--- src/rtl/grid_router_tx_framer.sv ---
// grid_router_tx_framer: multi-lane transmit framer for the grid router link.
// Buffers wide data words in a FIFO and emits one framed symbol per lane on
// every serializer strobe. It sequences link training, periodic lane-sync
// symbols, data and idle fill.
//
// Ports
//   clk       parallel clock
//   rst       synchronous active-high reset
//   sym_ce    serializer strobe: load the next symbol
//   retrain   one-cycle request to restart training
//   i_dat     data word, lane i at [i*DW +: DW]
//   i_valid   i_dat valid
//   i_ready   FIFO can accept a word (combinational)
//   o_sym     lane i symbol at [i*(DW+2) +: DW+2], header in the top two bits
//   link_up   high while running
//   fifo_cnt  words held
module grid_router_tx_framer #(
    parameter int unsigned LANES     = 3,
    parameter int unsigned DW        = 6,
    parameter int unsigned DEPTH     = 8,
    parameter int unsigned TRAIN_LEN = 64,
    parameter int unsigned SYNC_INT  = 256
) (
    input  logic                          clk,
    input  logic                          rst,
    input  logic                          sym_ce,
    input  logic                          retrain,
    input  logic [LANES*DW-1:0]           i_dat,
    input  logic                          i_valid,
    output logic                          i_ready,
    output logic [LANES*(DW+2)-1:0]       o_sym,
    output logic                          link_up,
    output logic [$clog2(DEPTH):0]        fifo_cnt
);

    localparam int unsigned SW = DW + 2;
    localparam int unsigned WW = LANES * DW;
    localparam int unsigned OW = LANES * SW;
    localparam int unsigned AW = $clog2(DEPTH);
    localparam int unsigned TW = $clog2(TRAIN_LEN);
    localparam int unsigned CW = $clog2(SYNC_INT);

    localparam logic [0:0] ST_TRAIN = 1'b0;
    localparam logic [0:0] ST_RUN   = 1'b1;

    // Alternating 1010... pattern with the payload MSB set
    function automatic logic [DW-1:0] train_a_f();
        logic [DW-1:0] v;
        for (int b = 0; b < int'(DW); b++) begin
            v[b] = (((int'(DW) - 1 - b) % 2) == 0);
        end
        return v;
    endfunction

    localparam logic [DW-1:0] TRAIN_A  = train_a_f();
    localparam logic [SW-1:0] SYM_IDLE = {2'b10, {DW{1'b0}}};
    localparam logic [SW-1:0] SYM_SYNC = {2'b10, {DW{1'b1}}};
    localparam logic [SW-1:0] SYM_TA   = {2'b10, TRAIN_A};
    localparam logic [SW-1:0] SYM_TB   = {2'b10, ~TRAIN_A};

    logic [0:0]    r_state, w_state_nx;
    logic [TW-1:0] r_tcnt,  w_tcnt_nx;
    logic [CW-1:0] r_scnt,  w_scnt_nx;
    logic [OW-1:0] r_sym,   w_sym_nx;
    logic          r_link,  w_link_nx;
    logic [AW-1:0] r_wptr,  r_rptr;
    logic [AW:0]   r_cnt;
    logic [WW-1:0] r_mem [DEPTH];
    logic [WW-1:0] w_head;
    logic          w_push, w_pop;

    assign i_ready  = !rst && (r_cnt < (AW+1)'(DEPTH));
    assign w_push   = i_valid && i_ready;
    assign w_head   = r_mem[r_rptr];
    assign o_sym    = r_sym;
    assign link_up  = r_link;
    assign fifo_cnt = r_cnt;

    // FIFO storage; contents need no reset, the pointers and count qualify them
    always_ff @(posedge clk) begin
        if (w_push) begin
            r_mem[r_wptr] <= i_dat;
        end
    end

    // Slot sequencing: retrain wins over the normal strobe behaviour
    always_comb begin
        w_state_nx = r_state;
        w_tcnt_nx  = r_tcnt;
        w_scnt_nx  = r_scnt;
        w_sym_nx   = r_sym;
        w_link_nx  = r_link;
        w_pop      = 1'b0;
        if (retrain) begin
            w_state_nx = ST_TRAIN;
            w_tcnt_nx  = '0;
            w_link_nx  = 1'b0;
            if (sym_ce) begin
                w_sym_nx  = {LANES{SYM_TA}};
                w_tcnt_nx = TW'(1);
            end
        end else if (sym_ce) begin
            case (r_state)
                ST_TRAIN: begin
                    w_sym_nx = r_tcnt[0] ? {LANES{SYM_TB}} : {LANES{SYM_TA}};
                    if (r_tcnt == TW'(TRAIN_LEN - 1)) begin
                        w_state_nx = ST_RUN;
                        w_tcnt_nx  = '0;
                        w_scnt_nx  = '0;
                    end else begin
                        w_tcnt_nx = r_tcnt + TW'(1);
                    end
                end
                default: begin
                    // link_up rises with the first RUN symbol, not on entry
                    w_link_nx = 1'b1;
                    if (r_scnt == '0) begin
                        w_sym_nx = {LANES{SYM_SYNC}};
                    end else if (r_cnt != '0) begin
                        w_pop = 1'b1;
                        for (int i = 0; i < int'(LANES); i++) begin
                            w_sym_nx[i*SW +: SW] = {2'b01, w_head[i*DW +: DW]};
                        end
                    end else begin
                        w_sym_nx = {LANES{SYM_IDLE}};
                    end
                    w_scnt_nx = (r_scnt == CW'(SYNC_INT - 1)) ? '0 : r_scnt + CW'(1);
                end
            endcase
        end
    end

    // State, symbol and FIFO pointer registers
    always_ff @(posedge clk) begin
        if (rst) begin
            r_state <= ST_TRAIN;
            r_tcnt  <= '0;
            r_scnt  <= '0;
            r_sym   <= {LANES{SYM_IDLE}};
            r_link  <= 1'b0;
            r_wptr  <= '0;
            r_rptr  <= '0;
            r_cnt   <= '0;
        end else begin
            r_state <= w_state_nx;
            r_tcnt  <= w_tcnt_nx;
            r_scnt  <= w_scnt_nx;
            r_sym   <= w_sym_nx;
            r_link  <= w_link_nx;
            if (w_push) begin
                r_wptr <= r_wptr + AW'(1);
            end
            if (w_pop) begin
                r_rptr <= r_rptr + AW'(1);
            end
            r_cnt <= r_cnt + (AW+1)'(w_push) - (AW+1)'(w_pop);
        end
    end

endmodule

--- config.mk ---
export PLATFORM = sky130hd
export DESIGN_NAME = grid_router_tx_framer
export DESIGN_NICKNAME = d
export VERILOG_FILES = /design/src/rtl/grid_router_tx_framer.sv
export SDC_FILE = /design/constraint.sdc
export NUM_CORES = 1
export LEC_CHECK = 0
export CAP_MARGIN = 40
export CORE_ASPECT_RATIO = 0.5
export CORE_MARGIN = 2
export CORE_UTILIZATION = 53
export DETAILED_ROUTE_END_ITERATION = 7
export GPL_TIMING_DRIVEN = 0
export PLACE_DENSITY = 0.8
export SLEW_MARGIN = 20
export SYNTH_ARGS = -nofsm -noshare
export SYNTH_HDL_FRONTEND = slang
export SYNTH_SLANG_ARGS = --single-unit
--- constraint.sdc ---
create_clock -name clk -period 2.8 [get_ports clk]
set_input_delay 0.42 -clock clk [delete_from_list [all_inputs] [get_ports clk]]
set_output_delay 0.42 -clock clk [all_outputs]
set_load 0.05 [all_outputs]
==> results of run 1 <==
-- per-stage QoR --
stage          hold slack [ns]  total power [mW]  TNS, ns  std cells  setup slack [ns]
3_5_place_dp             0.455              3.73   -15.91        713            -0.203
6_report                 0.468              6.16        0        746            0.0715
5_1_grt                  0.495              6.32        0        746            0.0171
4_1_cts                  0.470              6.16        0        745            0.0870
2_1_floorplan            0.462              3.52        0        466           0.00924
3_3_place_gp             0.454              3.69  -145.60        710             -1.83
-- state kept, by name, indices dropped and copies added (netlist names), named ones only --
name and flops:
r_state 1, r_mem 144, r_rptr 3, link_up 1
r_scnt 8, r_wptr 3, o_sym 20, fifo_cnt 4
r_tcnt 6
-- power by group through the flow --
stage / Combinational [mW] / Sequential [mW] / Clock, mW
after floorplan: 0.188 / 3.33 / 0
after global placement: 0.442 / 3.25 / 0
after detailed placement: 0.476 / 3.25 / 0
after CTS: 0.481 / 3.19 / 2.49
after global routing: 0.518 / 3.20 / 2.60
final: 0.483 / 3.19 / 2.48
-- per-layer routing --
metal,vias up,routed length (um)
met5,-,0
met4,0,168
met3,15,1190
met2,196,7870
met1,2289,7220
li1,1987,-
-- cells in the mapped netlist (2+ instances only) --
cell / instances / area, um^2
and4_1: 2 / 17.5
or3_1: 4 / 25.0
a21oi_1: 21 / 105
a21boi_0: 2 / 15.0
nand3_1: 10 / 50.1
nand4_1: 5 / 31.3
nand2b_1: 5 / 31.3
a211oi_1: 4 / 30.0
mux4_2: 36 / 811
buf_4: 6 / 45.0
or4_1: 4 / 30.0
buf_6: 2 / 22.5
a21o_1: 2 / 15.0
inv_1: 8 / 30.0
a211o_1: 9 / 78.8
edfxtp_1: 144 / 4320
buf_2: 7 / 35.0
o21ai_0: 11 / 55.1
nor2b_1: 4 / 25.0
o31ai_1: 2 / 15.0
nor2_1: 34 / 128
xor2_1: 3 / 26.3
xnor2_1: 5 / 43.8
nor3b_1: 2 / 15.0
o221ai_1: 9 / 78.8
mux2i_1: 20 / 200
dfxtp_1: 49 / 981
clkbuf_1: 6 / 22.5
nand2_1: 15 / 56.3
ha_1: 9 / 113
nor3_1: 3 / 15.0
buf_1: 6 / 22.5
-- worst max-delay path: stages --
cell and delay, ns:
clkdlybuf4s50_1 0.59, clkbuf_1 0.43, nor2_1 0.13, clkdlybuf4s50_1 0.73
-- cell type report --
type,count,area [um^2]
inverter,9,33.8
clock buffer,17,425
multi-input combinational,237,2230
timing repair buffer,56,569
buffer,27,148
fill,929,4670
clock inverter,15,189
sequential,193,5310
tap,192,240
-- path summary, 6_finish.rpt --
path	start	end	slack, ns	cells past startpoint
worst max register to register	r_scnt[0]	fifo_cnt[3]	0.35	10
worst min-delay path	o_sym[0]	o_sym[0]	0.47	1
worst max-delay path	rst	i_ready	0.07	4
worst min register to register	o_sym[0]	o_sym[0]	0.47	1
-- kinds of logic (layout without fill, tap and decap cells) --
family,Yosys count,in the layout,share of synthesized area (%)
simple gates,94,94,6.23
buf+inv,36,124,2.37
fa+ha+maj,10,10,1.73
compound gates,69,69,6.17
mux,56,56,13.2
flops,193,193,69.4
xor+xnor,8,8,0.916
==> metrics.txt, run 1 <==
dominant synthesized flop cell=edfxtp_1; GRT met3 Usage=under 10%; Clock Skew=about 0.017 ns; P_int=about 4.6 mW; CP Class=in2out; GRT busiest layer=met2; Sw Share=about 25%; drt first pass iters=5; Switch Pwr=~1.5 mW; post-route clock period utilization=97.4%; Worst EP arrival=approximately 2.3 ns; via count=4,487; Mapped Area=approximately 7600 um^2; Total GRT Usage=between 20% and 30%; vias per std cell=6.01; Netlist cell types=49; Buffers on Ports=52; Avg Inst Size Synth=approximately 16 um^2; Final min period=around 2.7 ns; Antenna diodes=0; Yosys reg bits=between 150 and 200; Async SR Flop Fraction=0%; vias in the first global route=4,402; Slew @ Worst Pin=0.816 ns; Placed Area=between 8000 and 9000 um^2; DR DRC count=0; H-tree depth=4; hold_buf cts=0; Yosys warnings=0; required time of the critical path=roughly 2.4 ns; CP Capture Type=output pin; design area=9140 um^2; Layout Utilization=66.2%; largest net degree at the start of global routing=21; number of CTS-inserted buffers=17; max-slew violation count=0; Post-layout nets=574; Post-CTS Setup Repair Bufs=0; CP Max Fanout=10; die area=15,500 um^2; Static Leak=just under 3 nW; fmax=0.366 GHz; TritonCTS clock tree=yes; DIE HEIGHT=88.9 um; clk sink count=193; Mapped Nets=499; RSZ-0062 raised after global routing=false; Max-Cap Viols=0; synthesized instance count=466; Seq pwr share=51.8%; most frequent cells in the layout=144 x edfxtp_1, 52 x clkdlybuf4s50_1, 49 x dfxtp_1; first-pass GRT wire length=between 20,000 and 30,000 um; row count=30; initial core utilization=55.4%; number of enable flip-flop cells after synthesis=about 140; clk buf depth=2; CP Launch Type=input port; Syn-to-layout area delta=19.5%; PD cells=a little under 700 nW/um^2; routed len/inst=roughly 22 um; status=finished clean; Core Region=13,800 um^2; post-route ant nets=0; CTS clk-pin slew, worst paths=about 0.070 ns; Finish-stage setup viols=0; post_cts resized=0; clock latency on the worst-skew pair=0.44 ns; worst vdd ir=0.000477 V; Initial DRC Count=about 550; commonest non-fill, non-tap cell in the layout=edfxtp_1; GR Overflow Total=0; Post-Route WL=approximately 16,000 um; antenna violations before repair=0; met1 Resource Use GR=31.2%; Die Wd=between 150 and 200 um; Final Hold Vio Count=0; Slew HR=a little under half; Comb power frac=about 7.8%; I/O pin count=between 50 and 60; layout cells sized above 1=a little under a fifth; Worst Hold Class=reg2reg; Clk pwr share=between 40 and 50%; DP Wirelength=approximately 10000 um; sequential element share of the synthesized area=between 60% and 70%; GR Layer Usage met2=about 36%; root buffer cell=clkbuf_16; routability congestion estimate=around 0.9
Note: power is estimated with default switching activity, not from simulation.
==> run 2, diff against run 1 <==
--- a/config.mk
+++ b/config.mk
@@ -7,7 +7,6 @@
 export LEC_CHECK = 0
 export CAP_MARGIN = 40
 export CORE_ASPECT_RATIO = 0.5
-export CORE_MARGIN = 2
 export CORE_UTILIZATION = 53
 export DETAILED_ROUTE_END_ITERATION = 7
 export GPL_TIMING_DRIVEN = 0
==> run 2 against run 1 <==
  * Power is 0.91% lower
  * Core utilization is 0.55 points higher
  * Register-to-register slack worse by 0.12 ns
  * First-iteration DRC count is 2.8% higher
  * Non-clock buffer count is 9 higher
  * Count of clock-buffer cells in the layout stayed put
==> metrics.txt, run 2 (same netlist as run 1, synthesis figures left out) <==
reg-to-reg endpoint=fifo_cnt[3]; Final min period=2.73 ns (+0.00584 ns); post-route ant nets=0 (unchanged); Worst setup endpoint=r_mem[1][7]; Worst Setup SP=rst; Slew HR=48.5% (+2.9 points); Register Area=5310 um^2 (unchanged); Clk pwr share=39.5% (-0.8 points); Worst Hold Class=reg2reg; Core Region=13,800 um^2 (unchanged); Sw Share=24.4% (-0.62 points); antenna violations before repair=0 (unchanged); Worst EP arrival=2.87 ns (+0.56 ns); Buffers on Ports=52 (unchanged); Comb power frac=8.1% (+0.3 points); Max-Cap Viols=0 (unchanged); Syn-to-layout area delta=20.5%; area of the multi-input gates=2210 um^2 (-0.79%); Post-Route WL=16,600 um (+0.91%); RSZ-0062 raised after global routing=true; GR Overflow Total=0 (unchanged); Finish-stage setup viols=0 (unchanged); CP Max Fanout=8 (-2); CP Class=in2reg; Die Wd=172 um (-1.2%); reg2reg path depth=10 (unchanged); hold_buf cts=0 (unchanged); vias per std cell=6.09 (+1.2%); worst vdd ir=0.000490 V (+2.9%); CP Capture Type=flop; H-tree depth=4 (unchanged); dpl ws=-0.351 ns (-0.148 ns); Hold Slack=0.472 ns (+0.00364 ns); largest net degree at the start of global routing=20 (-4.8%); design area=9220 um^2 (+0.83%); Reg-to-Reg Start=r_scnt[0]; P_int=4.61 mW (about the same); DP Wirelength=10,100 um (+1.2%); routability congestion estimate=0.844 (-6.8%); die area=14,900 um^2 (-3.4%); Slew @ Worst Pin=0.772 ns (-0.0439 ns); Final WS setup=0.0656 ns (-0.00584 ns); Switch Pwr=1.49 mW (-3.3%); root buffer cell=clkbuf_16; Initial DRC Count=560 (+2.8%); drt first pass iters=6 (+1); commonest non-fill, non-tap cell in the layout=edfxtp_1; CP Launch Type=input port; number of CTS-inserted buffers=17 (unchanged); Final Hold Vio Count=0 (unchanged); Seq pwr share=52.3% (+0.5 points); max-slew violation count=0 (unchanged); post-route clock period utilization=97.7% (+0.21 points); Biggest register=r_mem; Sum Neg Setup Slack=0 ns (unchanged); DIE HEIGHT=86.9 um (-2.2%); status=finished clean; TritonCTS clock tree=yes; required time of the critical path=2.94 ns (+0.56 ns); fill count=908 (-2.3%); clk sink count=193 (unchanged); routed len/inst=22.0 um (-0.16%); CTS clk-pin slew, worst paths=0.07 ns (about the same); vias in the first global route=4,462 (+1.4%); Post-layout nets=583 (+1.6%); DR DRC count=0 (unchanged); PD cells=662 nW/um^2 (-1.7%); clock latency on the worst-skew pair=0.43 ns (about the same); first-pass GRT wire length=25,500 um (+1.0%); Placed Area=8530 um^2 (+0.26%); max reg flops=144 (unchanged); Clock Skew=0.00634 ns (-0.0104 ns); initial core utilization=55.4% (unchanged); most frequent cells in the layout=144 x edfxtp_1, 52 x clkdlybuf4s50_1, 49 x dfxtp_1; via count=4,591 (+2.3%); Layout Utilization=66.7% (+0.55 points); Antenna diodes=0 (unchanged); Total GRT Usage=23.9% (+1.5 points); R2R Setup Slk=0.23 ns (-0.12 ns); row count=30 (unchanged); clk buf depth=2 (unchanged); layout cells sized above 1=19.2% (+1.2 points); I/O pin count=53 (unchanged); fmax=0.366 GHz (-0.21%); Static Leak=3.01 nW (+1.8%)
-- run 2: cell types whose count changed in the layout (fill, tap and decap cells not counted), sizes merged --
cell,before,now
buf,25,35
clkinv,9,5
inv,14,17
clkbuf,23,22
-- run 2: layer usage --
| layer | global-route usage [%] | wire (um) |
|---|---|---|
| met5 | 0 | 0 |
| met2 | 38.3 | 7950 |
| met3 | 5.72 | 1340 |
| met1 | 32.8 | 7060 |
| met4 | 7.16 | 251 |
-- run 2: layout make-up --
type,instances,area share (%)
multi-input combinational,237,24.0
inverter,9,0.366
tap,192,2.61
sequential,193,57.6
clock buffer,17,4.62
buffer,27,1.60
clock inverter,14,1.76
timing repair buffer,65,7.48
-- run 2: worst min path at each step --
stage | from | endpoint | depth (start not counted)
2_1_floorplan | r_wptr[0] | r_wptr[0] | 2
3_3_place_gp | o_sym[16] | o_sym[16] | 1
3_5_place_dp | o_sym[16] | o_sym[16] | 1
4_1_cts | o_sym[16] | o_sym[16] | 1
5_1_grt | o_sym[20] | o_sym[20] | 1
6_report | o_sym[16] | o_sym[16] | 1
-- run 2: through the flow --
stage | instances | total power [mW]
4_1_cts | 747 | 6.11
3_5_place_dp | 716 | 3.73
6_report | 754 | 6.10
2_1_floorplan | 466 | 3.52
5_1_grt | 754 | 6.28
3_3_place_gp | 710 | 3.69
-- run 2: power groups by stage --
stage	combinational, mW	sequential, mW	clock (mW)
after floorplan	0.188	3.33	0
after global placement	0.444	3.25	0
after detailed placement	0.476	3.25	0
after CTS	0.483	3.19	2.43
after global routing	0.534	3.20	2.55
final	0.496	3.19	2.41
-- run 2: critical path: stages --
cell and delay, ns:
clkdlybuf4s50_1 0.51, nor3b_1 0.68, nand2_1 0.38, nor3_2 0.42
buf_4 0.29, buf_6 0.18
-- run 2: what timing repair did --
action	CTS	global route
buffers inserted	0	6
resized for setup	0	2
endpoints found under the setup margin	0	60
